--- src/rtl/pipo_rr_arbiter.sv ---
`default_nettype none
// ============================================================================
//  Module      : pipo_rr_arbiter
//  Description : Four-way round-robin arbiter feeding a single-entry output
//                pipeline register with ready/valid handshake and a wrapping
//                8-bit completed-transfer counter.
//  Revision    : 1.0 - initial release
// ============================================================================
module pipo_rr_arbiter #(
    parameter int DW = 4
) (
    input  logic          clk,
    input  logic          reset_n,
    input  logic [3:0]    req,
    input  logic [DW-1:0] d0,
    input  logic [DW-1:0] d1,
    input  logic [DW-1:0] d2,
    input  logic [DW-1:0] d3,
    output logic [3:0]    gnt,
    output logic [DW-1:0] q,
    output logic          q_valid,
    output logic [1:0]    q_src,
    input  logic          q_ready,
    output logic [7:0]    xfer_cnt
);

    logic [DW-1:0] r_q;
    logic          r_q_valid;
    logic [1:0]    r_q_src;
    logic [1:0]    r_rr_ptr;
    logic [7:0]    r_xfer_cnt;

    logic          w_load_slot;
    logic          w_drain;
    logic [3:0]    w_req_rot;
    logic [1:0]    w_off;
    logic          w_any;
    logic [1:0]    w_gnt_idx;
    logic          w_grant_en;
    logic [3:0]    w_gnt;
    logic [DW-1:0] w_gnt_data;

    // The register can accept a new word when empty or when it drains this edge.
    assign w_load_slot = !r_q_valid || q_ready;
    assign w_drain     = r_q_valid && q_ready;

    // Rotate requests so bit 0 is the requester currently holding priority.
    always_comb begin
        w_req_rot = req;
        case (r_rr_ptr)
            2'd0:    w_req_rot = req;
            2'd1:    w_req_rot = {req[0],   req[3:1]};
            2'd2:    w_req_rot = {req[1:0], req[3:2]};
            default: w_req_rot = {req[2:0], req[3]};
        endcase
    end

    // Lowest set bit of the rotated vector is the winner's distance from rr_ptr.
    always_comb begin
        w_off = 2'd0;
        w_any = |w_req_rot;
        if (w_req_rot[0])      w_off = 2'd0;
        else if (w_req_rot[1]) w_off = 2'd1;
        else if (w_req_rot[2]) w_off = 2'd2;
        else                   w_off = 2'd3;
    end

    // Two-bit addition wraps naturally from requester 3 back to 0.
    assign w_gnt_idx  = r_rr_ptr + w_off;
    // Reset gating keeps the strobe quiet while reset_n is held low.
    assign w_grant_en = reset_n && w_load_slot && w_any;
    assign w_gnt      = w_grant_en ? (4'b0001 << w_gnt_idx) : 4'b0000;

    // Only the granted requester's data is selected, so unrequested inputs never reach q.
    always_comb begin
        w_gnt_data = d0;
        case (w_gnt_idx)
            2'd0:    w_gnt_data = d0;
            2'd1:    w_gnt_data = d1;
            2'd2:    w_gnt_data = d2;
            default: w_gnt_data = d3;
        endcase
    end

    // Output register: load on grant, empty when a slot opens with no request, hold on stall.
    always_ff @(posedge clk or negedge reset_n) begin
        if (!reset_n) begin
            r_q       <= '0;
            r_q_valid <= 1'b0;
            r_q_src   <= 2'd0;
            r_rr_ptr  <= 2'd0;
        end else if (w_load_slot) begin
            if (w_any) begin
                r_q       <= w_gnt_data;
                r_q_src   <= w_gnt_idx;
                r_q_valid <= 1'b1;
                r_rr_ptr  <= w_gnt_idx + 2'd1;
            end else begin
                r_q_valid <= 1'b0;
            end
        end
    end

    // Completed-handshake counter, wraps at 256.
    always_ff @(posedge clk or negedge reset_n) begin
        if (!reset_n) begin
            r_xfer_cnt <= 8'd0;
        end else if (w_drain) begin
            r_xfer_cnt <= r_xfer_cnt + 8'd1;
        end
    end

    assign gnt      = w_gnt;
    assign q        = r_q;
    assign q_valid  = r_q_valid;
    assign q_src    = r_q_src;
    assign xfer_cnt = r_xfer_cnt;

endmodule
`default_nettype wire

--- config.mk ---
export PLATFORM = sky130hd
export DESIGN_NAME = pipo_rr_arbiter
export DESIGN_NICKNAME = d
export VERILOG_FILES = /design/src/rtl/pipo_rr_arbiter.sv
export SDC_FILE = /design/constraint.sdc
export NUM_CORES = 1
export LEC_CHECK = 0
export CAP_MARGIN = 30
export CORE_ASPECT_RATIO = 1.75
export CORE_UTILIZATION = 40
export DETAILED_ROUTE_END_ITERATION = 8
export PLACE_DENSITY = 0.73
export SYNTH_ARGS = -nofsm -noshare
export SYNTH_HDL_FRONTEND = slang
export SYNTH_SLANG_ARGS = --single-unit
--- constraint.sdc ---
create_clock -name clk -period 3.9 [get_ports clk]
set_input_delay 0.78 -clock clk [delete_from_list [all_inputs] [get_ports clk]]
set_output_delay 0.78 -clock clk [all_outputs]
set_load 0.02 [all_outputs]
==> summary.txt, run 1 <==
Die
  – Initial Util: 0.419
  – Full die area: 3040 um2
  – Row count: 25
  – Die Ht: 72.2 um
  – Chip Width: 42.1 um
  – Core area: 2690 um2
  – Ports: 42

Route
  – Routed vias: 1065
  – Total iterations of the first detailed-routing run: 4
  – Total Routed Length: 2.82 mm
  – Routed Antenna Nets: 0
  – Iter 0 DRT Violations: 17
  – DR WL/cell: 13.9 um
  – Vias per inst: 5.27
  – DRC violations left: 0

Synth
  – Synth warn: 0
  – Sequential area share after synthesis: 0.378
  – Yosys top cell area share: 0.378
  – Yosys cell types: 32
  – Synth Instances: 119
  – Synthesized area: 1130 um2
  – Syn_nets: 147
  – Cell taking the most area after synthesis: dfrtp_1
  – Yosys reg bits: 17
  – Dominant cells by area after synthesis: dfrtp_1, ha_1, xor2_4
  – Avg Inst Size Synth: 9.46 um2

CTS
  – CTS Buf Count: 3
  – Worst skew pair latency: 0.26 ns
  – Root buf cell: clkbuf_8
  – CTS Sinks: 17
  – Post-CTS setup buffers: 0
  – Clock Tree Buf Depth: 2
  – Clock Pin Slew Worst Setup and Hold Paths: 0.07 ns
  – CTS H-Tree Depth: 1
  – TritonCTS clock tree: yes

STA
  – Setup TNS: 0 ns
  – Fin. max-slew vios: 0
  – Max-slew headroom: 0.674
  – Final Cycle Share: 0.955
  – Post-Route Skew: 0.00262 ns
  – Worst-margin pin slew: 0.484 ns
  – Unrepaired setup endpoints after global routing: no
  – Setup ws final: 0.175 ns
  – Fmax: 268 MHz
  – Tmin final: 3.73 ns
  – Final setup violation count: 0
  – Final hold violations: 0

Placement
  – Port buffer count: 41
  – DP Worst Slack: -0.322 ns
  – Placed wire-length estimate: 2.21 mm
  – Routability cong.: 0.749

Power and ir drop
  – PwrDens: 875 nW/um2
  – Leak: 0.782 nW
  – Max VDD drop: 0.489 mV

Global route
  – Grt total ovfl: 0
  – GRT Resource Usage Total: 0.203
  – Initial antenna violation count: 0
  – Number of global-route vias before repair: 1053
  – First-pass GRT wire length: 4.66 mm
  – Pin count of the biggest net entering global routing: 18

Final layout
  – N_diodes: 0
  – Nets: 204
  – Share of layout cells above drive strength 1: 0.200
  – Synth-to-Final Area Change: 51.3%

Job
  – Max Cap Viol: 0

Setup path
  – Slowest cell on crit path: clkdlybuf4s50_1
  – Worst Path Required: 3.12 ns
  – Crit path arrival time: 2.95 ns
  – Critical path class: input port to output pin
  – Reg2reg path depth: 13
  – CP peak stage delay: 0.43 ns
  – Crit path cell chain: clkdlybuf4s50_1, buf_4, nor3_1, o21ai_0, o21ai_1, ha_2, xor2_4, xor2_4, inv_2, ha_2, and3_1, buf_2
  – Max FO, Critical Path: 4
  – Setup crit end kind: output pin
  – Startpoint Class: input port

Outcome
  – Outcome: completed

Hold path
  – Hold Path Class: register to register
  – Worst hold stages: 1
-- cells in the final DEF (no fill, tap or decap) --
master and instances:
clkdlybuf4s50_1 35, dfrtp_1 17, buf_4 16, nand2_1 12, nor2_1 11, inv_1 7, a21oi_1 6, a31oi_1 5
mux2i_1 5, xnor2_1 5, nand3_1 5, a221oi_1 4, o21a_1 4, and3_1 3, nand3b_1 3, ha_1 3
clkbuf_8 3, nor3_1 2, o21ai_0 2, xor2_4 2, nor3_2 2, xor2_1 2, mux2_2 2, ha_2 2
dlymetal6s2s_1 2, nand2b_1 1, a21oi_2 1, o21ai_1 1, nor2b_4 1, o22a_2 1, inv_2 1, clkinv_1 1
nor4_1 1, nand4_1 1, or3b_2 1, clkinv_2 1, clkdlybuf4s15_1 1, clkbuf_2 1, buf_2 1, dlygate4sd2_1 1
-- flip-flops by register name, summed over array words and instances, names as in the netlist --
register and flops:
q_valid 1, xfer_cnt 8, q_src 2, q 4, r_rr_ptr 2
-- per-layer routing --
metal / up-vias / global-route usage / share of wire
met5: - / 0 / 0
met4: 0 / 0.115 / 0.025
met3: 7 / 0.0423 / 0.054
met2: 34 / 0.345 / 0.52
met1: 500 / 0.234 / 0.40
li1: 524 / - / -
-- layout make-up --
class / instances / area (um2)
flip-flops and latches: 17 / 425
fillers: 233 / 986
clock buffers: 3 / 41.3
repair buffers: 57 / 524
clock inverters: 1 / 5.00
multi-input cells: 88 / 641
well taps: 27 / 33.8
inverters: 9 / 33.8
-- timing repair --
item / CTS / global route
pin swaps: 0 / 2
resized for setup: 7 / 9
endpoints found under the hold margin: 0 / 0
hold buffers: 0 / 0
endpoints found under the setup margin: 4 / 3
-- worst paths after layout --
path | start | end | slack, ns
max | req[1] | gnt[2] | 0.17
min | xfer_cnt[7] | xfer_cnt[7] | 0.47
max reg2reg | r_rr_ptr[1] | q[1] | 1.04
min reg2reg | xfer_cnt[7] | xfer_cnt[7] | 0.47
max in group asynchronous | reset_n | xfer_cnt[3] | 2.72
min in group asynchronous | reset_n | xfer_cnt[2] | 0.99
-- synth_stat cells --
cell / count
nor3_2: 2
inv_1: 7
mux2i_1: 5
nor2_1: 11
xor2_1: 2
mux2_2: 2
nand4_1: 1
inv_2: 1
a21oi_1: 7
a221oi_1: 4
nor3_1: 2
nand3b_1: 3
clkinv_1: 1
o21ai_0: 3
o21a_1: 4
ha_1: 5
nand2_1: 12
buf_1: 1
buf_6: 2
a31oi_1: 5
nor4_1: 1
buf_2: 1
nor2b_4: 1
o22a_2: 1
xor2_4: 2
and3_1: 3
or3b_2: 1
dfrtp_1: 17
xnor2_1: 5
nand3_1: 5
nand2b_1: 1
clkbuf_1: 1
-- through the flow --
step	util	cells	total power, W	area, um2	hold slack (ns)
after global routing	0.633	202	0.00161	1700	0.485
final	0.633	202	0.00149	1700	0.467
after detailed placement	0.615	198	0.00136	1660	0.461
after global placement	0.615	198	0.00133	1660	0.462
after CTS	0.633	202	0.00149	1700	0.475
after floorplan	-	119	0.000953	1130	0.484
-- critical path: cells and delay by family --
family / cells / cell delay, ns
compound gates: 2 / 0.21
xor+xnor: 2 / 0.43
simple gates: 2 / 0.26
fa+ha+maj: 2 / 0.43
buf+inv: 4 / 0.83
-- cell families (layout without fill, tap and decap cells) --
group / after synthesis / in the layout / synth area share
AOI/OAI and AO/OA: 24 / 24 / 0.139
xor gates and xnor gates: 9 / 9 / 0.103
adders and majority gates: 5 / 5 / 0.0556
buffers and inverters: 14 / 70 / 0.0611
DFF: 17 / 17 / 0.378
muxes: 7 / 7 / 0.0644
and+or+nand+nor: 43 / 43 / 0.199
-- report_power, final --
| group | switching, W | internal [W] |
|---|---|---|
| registers | 0.0000840 | 0.000256 |
| clock network | 0.0000634 | 0.0000712 |
| logic | 0.000496 | 0.000520 |
| total | 0.000643 | 0.000847 |
No activity file was read; power rests on OpenSTA's default activity.
==> run 2, diff against run 1 <==
--- a/config.mk
+++ b/config.mk
@@ -9,6 +9,7 @@
 export CORE_ASPECT_RATIO = 1.75
 export CORE_UTILIZATION = 40
 export DETAILED_ROUTE_END_ITERATION = 8
+export GPL_ROUTABILITY_DRIVEN = 1
 export PLACE_DENSITY = 0.73
 export SYNTH_ARGS = -nofsm -noshare
 export SYNTH_HDL_FRONTEND = slang
==> results of run 2 <==
The final DEF is identical to that of run 1; final timing and power are the same.
==> run 3, diff against run 2 <==
--- a/config.mk
+++ b/config.mk
@@ -5,7 +5,7 @@
 export SDC_FILE = /design/constraint.sdc
 export NUM_CORES = 1
 export LEC_CHECK = 0
-export CAP_MARGIN = 30
+export CAP_MARGIN = 10
 export CORE_ASPECT_RATIO = 1.75
 export CORE_UTILIZATION = 40
 export DETAILED_ROUTE_END_ITERATION = 8
==> results of run 3 <==
The final DEF is identical to that of run 1; final timing and power are the same.
